### config.mk
export PLATFORM = sky130hd
export DESIGN_NAME = snn_step_scheduler_flat
export DESIGN_NICKNAME = d
export VERILOG_FILES = /design/src/rtl/snn_step_scheduler_if.sv /design/src/rtl/snn_step_scheduler.sv /design/src/flat_wrapper.sv
export SDC_FILE = /design/constraint.sdc
export NUM_CORES = 1
export LEC_CHECK = 0
export ABC_AREA = 1
export ABC_CLOCK_PERIOD_IN_PS = 3770
export CORE_UTILIZATION = 56
export DETAILED_ROUTE_END_ITERATION = 10
export PLACE_DENSITY = 0.82
export SYNTH_ARGS = -nofsm -noshare
export SYNTH_HDL_FRONTEND = slang
export SYNTH_SLANG_ARGS = --single-unit
### constraint.sdc
create_clock -name clk -period 3.77 [get_ports clk]
set_input_delay 1.131 -clock clk [delete_from_list [all_inputs] [get_ports clk]]
set_output_delay 1.131 -clock clk [all_outputs]
set_load 0.01 [all_outputs]
### src/rtl/snn_step_scheduler_if.sv
// Handshake and datapath bundle between the synapse step scheduler and its
// controller/weight-RAM side.
interface snn_step_scheduler_if #(
  parameter int unsigned DW       = 16,
  parameter int unsigned INT_DW   = 8,
  parameter int unsigned INPUTNUM = 4,
  parameter int unsigned EXCNUM   = 2
);
  localparam int unsigned W     = DW + INT_DW;
  localparam int unsigned AddrW = (INPUTNUM * EXCNUM > 1) ? $clog2(INPUTNUM * EXCNUM) : 1;
  localparam int unsigned IdxW  = (EXCNUM > 1) ? $clog2(EXCNUM) : 1;

  logic                 en;
  logic                 step_start;
  logic [INPUTNUM-1:0]  pre_spike;
  logic                 wt_rd_en;
  logic [AddrW-1:0]     wt_addr;
  logic signed [W-1:0]  wt_data;
  logic                 acc_valid;
  logic [IdxW-1:0]      acc_idx;
  logic signed [W-1:0]  acc_sum;
  logic                 busy;
  logic                 step_done;
  logic                 step_overrun;

  modport master (
    output en, step_start, pre_spike, wt_data,
    input  wt_rd_en, wt_addr, acc_valid, acc_idx, acc_sum, busy, step_done, step_overrun
  );

  modport slave (
    input  en, step_start, pre_spike, wt_data,
    output wt_rd_en, wt_addr, acc_valid, acc_idx, acc_sum, busy, step_done, step_overrun
  );
endinterface

### src/rtl/snn_step_scheduler.sv
// Time-multiplexed synapse controller: walks the INPUTNUM x EXCNUM weight matrix
// through one signed accumulator and emits one saturated sum per excitatory neuron.
module snn_step_scheduler #(
  parameter int unsigned DW       = 16,
  parameter int unsigned INT_DW   = 8,
  parameter int unsigned INPUTNUM = 4,
  parameter int unsigned EXCNUM   = 2
) (
  input logic                 clk,
  input logic                 rst,
  snn_step_scheduler_if.slave bus
);
  localparam int unsigned W     = DW + INT_DW;
  localparam int unsigned AccW  = W + $clog2(INPUTNUM);
  localparam int unsigned AddrW = (INPUTNUM * EXCNUM > 1) ? $clog2(INPUTNUM * EXCNUM) : 1;
  localparam int unsigned IdxW  = (EXCNUM > 1) ? $clog2(EXCNUM) : 1;
  localparam int unsigned CntW  = $clog2(INPUTNUM + 1);

  localparam logic [CntW-1:0] ILast = CntW'(INPUTNUM);
  localparam logic [IdxW-1:0] JLast = IdxW'(EXCNUM - 1);

  localparam logic signed [AccW-1:0] SatMax = AccW'((64'sd1 <<< (W - 1)) - 64'sd1);
  localparam logic signed [AccW-1:0] SatMin = ~SatMax;

  typedef enum logic [1:0] {StIdle, StRun, StEmit} state_e;

  state_e                 state_q, state_d;
  logic [CntW-1:0]        i_q, i_d;
  logic [IdxW-1:0]        j_q, j_d;
  logic signed [AccW-1:0] acc_q, acc_d;
  logic [INPUTNUM-1:0]    spk_q, spk_d;
  logic signed [W-1:0]    sum_q, sum_d;
  logic [IdxW-1:0]        idx_q, idx_d;

  logic                   spk_sel;
  logic signed [AccW-1:0] wt_term, acc_next;
  logic [AddrW-1:0]       addr;
  logic                   rd_en, valid, done, overrun;

  function automatic logic signed [W-1:0] sat(input logic signed [AccW-1:0] x);
    if (x > SatMax) begin
      sat = SatMax[W-1:0];
    end else if (x < SatMin) begin
      sat = SatMin[W-1:0];
    end else begin
      sat = x[W-1:0];
    end
  endfunction

  // Weight read in cycle i lands in cycle i+1, so it is gated by spike i-1.
  always_comb begin
    spk_sel = 1'b0;
    for (int k = 0; k < INPUTNUM; k++) begin
      if (i_q == CntW'(k + 1)) spk_sel = spk_q[k];
    end
    wt_term  = (i_q != '0 && spk_sel) ? AccW'(bus.wt_data) : '0;
    acc_next = acc_q + wt_term;
    addr     = AddrW'(j_q) * AddrW'(INPUTNUM) + AddrW'(i_q);
  end

  always_comb begin
    state_d = state_q;
    i_d     = i_q;
    j_d     = j_q;
    acc_d   = acc_q;
    spk_d   = spk_q;
    sum_d   = sum_q;
    idx_d   = idx_q;
    rd_en   = 1'b0;
    valid   = 1'b0;
    done    = 1'b0;
    overrun = 1'b0;

    if (bus.en) begin
      overrun = bus.step_start && (state_q != StIdle);
      unique case (state_q)
        StIdle: begin
          if (bus.step_start) begin
            spk_d   = bus.pre_spike;
            i_d     = '0;
            j_d     = '0;
            acc_d   = '0;
            state_d = StRun;
          end
        end
        StRun: begin
          rd_en = (i_q < ILast);
          acc_d = acc_next;
          if (i_q == ILast) begin
            // Register the result here so acc_sum is stable during the EMIT cycle.
            sum_d   = sat(acc_next);
            idx_d   = j_q;
            state_d = StEmit;
          end else begin
            i_d = i_q + 1'b1;
          end
        end
        StEmit: begin
          valid = 1'b1;
          acc_d = '0;
          i_d   = '0;
          if (j_q == JLast) begin
            done    = 1'b1;
            state_d = StIdle;
          end else begin
            j_d     = j_q + 1'b1;
            state_d = StRun;
          end
        end
        default: state_d = StIdle;
      endcase
    end
  end

  always_ff @(posedge clk or posedge rst) begin
    if (rst) begin
      state_q <= StIdle;
      i_q     <= '0;
      j_q     <= '0;
      acc_q   <= '0;
      spk_q   <= '0;
      sum_q   <= '0;
      idx_q   <= '0;
    end else begin
      state_q <= state_d;
      i_q     <= i_d;
      j_q     <= j_d;
      acc_q   <= acc_d;
      spk_q   <= spk_d;
      sum_q   <= sum_d;
      idx_q   <= idx_d;
    end
  end

  assign bus.wt_rd_en     = rd_en;
  assign bus.wt_addr      = rd_en ? addr : '0;
  assign bus.acc_valid    = valid;
  assign bus.acc_idx      = idx_q;
  assign bus.acc_sum      = sum_q;
  assign bus.busy         = (state_q != StIdle);
  assign bus.step_done    = done;
  assign bus.step_overrun = overrun;
endmodule

### src/flat_wrapper.sv
// flat-port wrapper written by rule: the top's interface ports become plain ports
module snn_step_scheduler_flat 
#(
  parameter int unsigned DW       = 16,
  parameter int unsigned INT_DW   = 8,
  parameter int unsigned INPUTNUM = 4,
  parameter int unsigned EXCNUM   = 2
)
  (clk, rst, bus_en, bus_step_start, bus_pre_spike, bus_wt_data, bus_wt_rd_en, bus_wt_addr, bus_acc_valid, bus_acc_idx, bus_acc_sum, bus_busy, bus_step_done, bus_step_overrun);
  snn_step_scheduler_if #(.DW(DW), .INT_DW(INT_DW), .INPUTNUM(INPUTNUM), .EXCNUM(EXCNUM)) bus_i ();
  input logic clk;
  input logic rst;
  input wire logic [$bits(bus_i.en)-1:0] bus_en;
  input wire logic [$bits(bus_i.step_start)-1:0] bus_step_start;
  input wire logic [$bits(bus_i.pre_spike)-1:0] bus_pre_spike;
  input wire logic [$bits(bus_i.wt_data)-1:0] bus_wt_data;
  output wire logic [$bits(bus_i.wt_rd_en)-1:0] bus_wt_rd_en;
  output wire logic [$bits(bus_i.wt_addr)-1:0] bus_wt_addr;
  output wire logic [$bits(bus_i.acc_valid)-1:0] bus_acc_valid;
  output wire logic [$bits(bus_i.acc_idx)-1:0] bus_acc_idx;
  output wire logic [$bits(bus_i.acc_sum)-1:0] bus_acc_sum;
  output wire logic [$bits(bus_i.busy)-1:0] bus_busy;
  output wire logic [$bits(bus_i.step_done)-1:0] bus_step_done;
  output wire logic [$bits(bus_i.step_overrun)-1:0] bus_step_overrun;
  assign bus_i.en = bus_en;
  assign bus_i.step_start = bus_step_start;
  assign bus_i.pre_spike = bus_pre_spike;
  assign bus_i.wt_data = bus_wt_data;
  assign bus_wt_rd_en = bus_i.wt_rd_en;
  assign bus_wt_addr = bus_i.wt_addr;
  assign bus_acc_valid = bus_i.acc_valid;
  assign bus_acc_idx = bus_i.acc_idx;
  assign bus_acc_sum = bus_i.acc_sum;
  assign bus_busy = bus_i.busy;
  assign bus_step_done = bus_i.step_done;
  assign bus_step_overrun = bus_i.step_overrun;
  snn_step_scheduler #(.DW(DW), .INT_DW(INT_DW), .INPUTNUM(INPUTNUM), .EXCNUM(EXCNUM)) u_core (.clk(clk), .rst(rst), .bus(bus_i));
endmodule
==> impl_metrics.py <==
metrics = {
    "placed_design": {
        "gp_congestion": 0.974,
        "dp_cells": 845,
        "dp.final_hpwl_um": 9650,
        "dp_worst_setup_slack_ns": -0.0793,
        "portBuffers": 64,
    },
    "setup_path": {
        "ff2ff_path_depth": 23,
        "cp_cell_sequence": "clkdlybuf4s50_1 -> buf_4 -> nand2_1 -> nor2_1 -> clkdlybuf4s50_1",
        "slowest_delay_ns": 0.54,
        "required_ns": 2.64,
        "crit_top_cell": "clkdlybuf4s50_1",
        "criticalPathCategory": "primary input to output port",
        "worstPathArrival_ns": 2.45,
        "crit_path_start_kind": "primary input",
        "r2r_slack_ns": 0.28,
        "cp_slowest_cell": "clkdlybuf4s50_1",
        "r2r_start": "u_core.i_q[0]",
        "end_kind": "output port",
        "r2r_end": "u_core.bus.acc_sum[14]",
        "crit_fanout": 4,
    },
    "die": {
        "rows": 32,
        "num_io_pins": 65,
        "coreArea_mm2": 0.00785,
        "die_h_um": 92.7,
        "die_w_um": 92.7,
        "start_util": 0.587,
        "die_area_mm2": 0.00859,
    },
    "cts": {
        "cts_buffers": 9,
        "clock_sinks": 61,
        "cts_max_level": 3,
        "tritoncts": "built",
        "cts_hold_buf": 0,
        "clock_tree.buffer_depth": 2,
        "post_cts_buffers": 0,
        "cts_root_buffer": "clkbuf_8",
        "clock_latency_ns": 0.35,
        "clkSlewWorstSetupHoldPaths_ns": 0.08,
    },
    "power": {
        "switching_share": 0.416,
        "power_density_mw_per_mm2": 642,
        "p_leak_nw": 3.17,
        "switching_power_mw": 1.54,
        "pwr-share-seq": 0.303,
        "combPwrFrac": 0.514,
        "finalPower_mw": 3.71,
        "vdd_drop_max_v": 0.000290,
        "internal_power_mw": 2.16,
        "clockPowerShare": 0.183,
    },
    "grt": {
        "grt_usage": 0.303,
        "antenna_found_initial": 0,
        "grt_pass1_wl_um": 20300,
        "grt_pass1_vias": 4381,
        "grt_max_degree": 33,
        "grt_overflow": 0,
    },
    "finish": {
        "final_common_cell": "nand2_1",
        "fin_util": 0.736,
        "drive_above_1_share": 0.128,
        "layoutNonFillerInstCount": 861,
        "nNetsFinal": 817,
        "layout_common_cells": "nand2_1, inv_1, nor2_1",
        "diodes": 0,
        "area_growth_pct": 25.4,
    },
    "timing": {
        "hold_violations": 0,
        "period_needed_ns": 3.58,
        "rsz0062_at_grt": "false",
        "slew_headroom": 0.449,
        "fin_crit_sh": 0.950,
        "finClkSkew_ns": 0.0147,
        "setup_ws_ns": 0.188,
        "worst_pin_slew_ns": 0.825,
        "setup_viol": 0,
        "slew_violations": 0,
        "max_clock_freq_mhz": 279,
    },
    "yosys": {
        "syn_area_mm2": 0.00461,
        "synth.avg_cell_area_um2": 6.94,
        "yosys_warnings": 0,
        "ys_types": 33,
        "synth.top_cell.area_share": 0.331,
        "ys_ff_latch": 61,
        "synth_area_leaders": "dfrtp_1, nand2_1, inv_1, ha_1, nor2_1",
        "synth_seq_area_share": 0.331,
        "synth_top_area_cell": "dfrtp_1",
        "synth_nets": 727,
        "syn_inst": 664,
    },
    "run_status": {
        "status": "finished clean",
    },
    "worst_hold_path": {
        "hold_class": "flip-flop to flip-flop",
        "worstHoldEndpoint": "u_core.acc_q[24]",
        "worstHoldStart": "u_core.acc_q[24]",
        "hold-path-cell-count": 2,
    },
    "routing": {
        "dr.first_iter.drc_count": 189,
        "wl_um": 12000,
        "post-route-drc-count": 0,
        "antenna_left": 0,
        "drt-vias-per-instance": 5.12,
        "via_count": 4408,
        "wl_per_cell_um": 14.0,
        "dr.pass1.iters": 5,
    },
    "run": {
        "max_cap_violations": 0,
    },
}
## routing by layer
layer / up-vias / wire length (um) / GRT usage
met5: - / 0 / 0
met4: 0 / 192 / 0.0833
met3: 19 / 604 / 0.0460
met2: 110 / 5590 / 0.494
met1: 2038 / 5650 / 0.420
li1: 2241 / - / -
## worst max path at each step
stage	startpoint	end	cells after the start
floorplan	u_core.i_q[0]	u_core.bus.acc_sum[0]	26
global placement	bus_en	bus_wt_addr[2]	8
detailed placement	bus_en	bus_wt_addr[0]	8
CTS	bus_en	bus_wt_rd_en	7
global route	u_core.i_q[0]	u_core.bus.acc_sum[2]	26
finish	bus_en	bus_step_done	5
## synth_stat cells, drive strengths merged
| cell | count |
|---|---|
| a21boi | 1 |
| a21oi | 45 |
| a22o | 9 |
| a31oi | 1 |
| and2 | 2 |
| buf | 6 |
| clkbuf | 6 |
| dfrtp | 61 |
| fa | 1 |
| ha | 30 |
| inv | 115 |
| mux2 | 3 |
| nand2 | 202 |
| nand3 | 28 |
| nand4 | 6 |
| nor2 | 93 |
| nor3 | 6 |
| o211ai | 1 |
| o21ai | 22 |
| o21bai | 3 |
| o22ai | 3 |
| or2 | 1 |
| xnor2 | 9 |
| xor2 | 10 |
## per-stage QoR
stage / setup TNS, ns / hold WS [ns] / instance area, um2
3_3_place_gp: -0.113 / 0.470 / 5540
5_1_grt: 0 / 0.525 / 5780
4_1_cts: 0 / 0.503 / 5760
2_1_floorplan: 0 / 0.455 / 4610
3_5_place_dp: -0.850 / 0.486 / 5540
6_report: 0 / 0.499 / 5780
## critical path: cells and delay by family
| family | cells | cell delay (ns) |
|---|---|---|
| buffers and inverters | 3 | 1.13 |
| AND/OR/NAND/NOR | 2 | 0.19 |
## cells by family (layout without fill, tap and decap cells)
kind of cell,Yosys count,in the layout,synth area share
DFF,61,61,0.331
AOI/OAI and AO/OA,85,85,0.121
adders and majority gates,31,31,0.0858
buffers and inverters,127,222,0.111
muxes,3,3,0.00733
xor gates and xnor gates,19,19,0.0361
and+or+nand+nor,338,338,0.308
## state kept, by name, summed over array words and instances (netlist names)
name	flops
u_core.acc_q	26
u_core.bus.acc_idx	1
u_core.bus.acc_sum	24
u_core.i_q	3
u_core.j_q	1
u_core.spk_q	4
u_core.state_q	2
## power by group through the flow
stage               clock network [mW]  registers (mW)  logic, mW
CTS                              0.684            1.12       1.90
floorplan                            0            1.16       1.15
finish                           0.679            1.12       1.91
global route                     0.709            1.15       2.12
global placement                     0            1.11       1.84
detailed placement                   0            1.13       1.89
## area by class of cell
| class | count | area, um2 |
|---|---|---|
| clock inverters | 5 | 83.8 |
| repair buffers | 91 | 880 |
| fillers | 632 | 2070 |
| clock buffers | 11 | 141 |
| well taps | 102 | 128 |
| multi-input cells | 476 | 2590 |
| inverters | 115 | 432 |
| flip-flops and latches | 61 | 1530 |
## what timing repair did
item / in CTS / in global routing
endpoints found under the setup margin: 4 / 27
resized for setup: 4 / 7
pin swaps: 0 / 1
No activity file was read; power rests on OpenSTA's default activity.
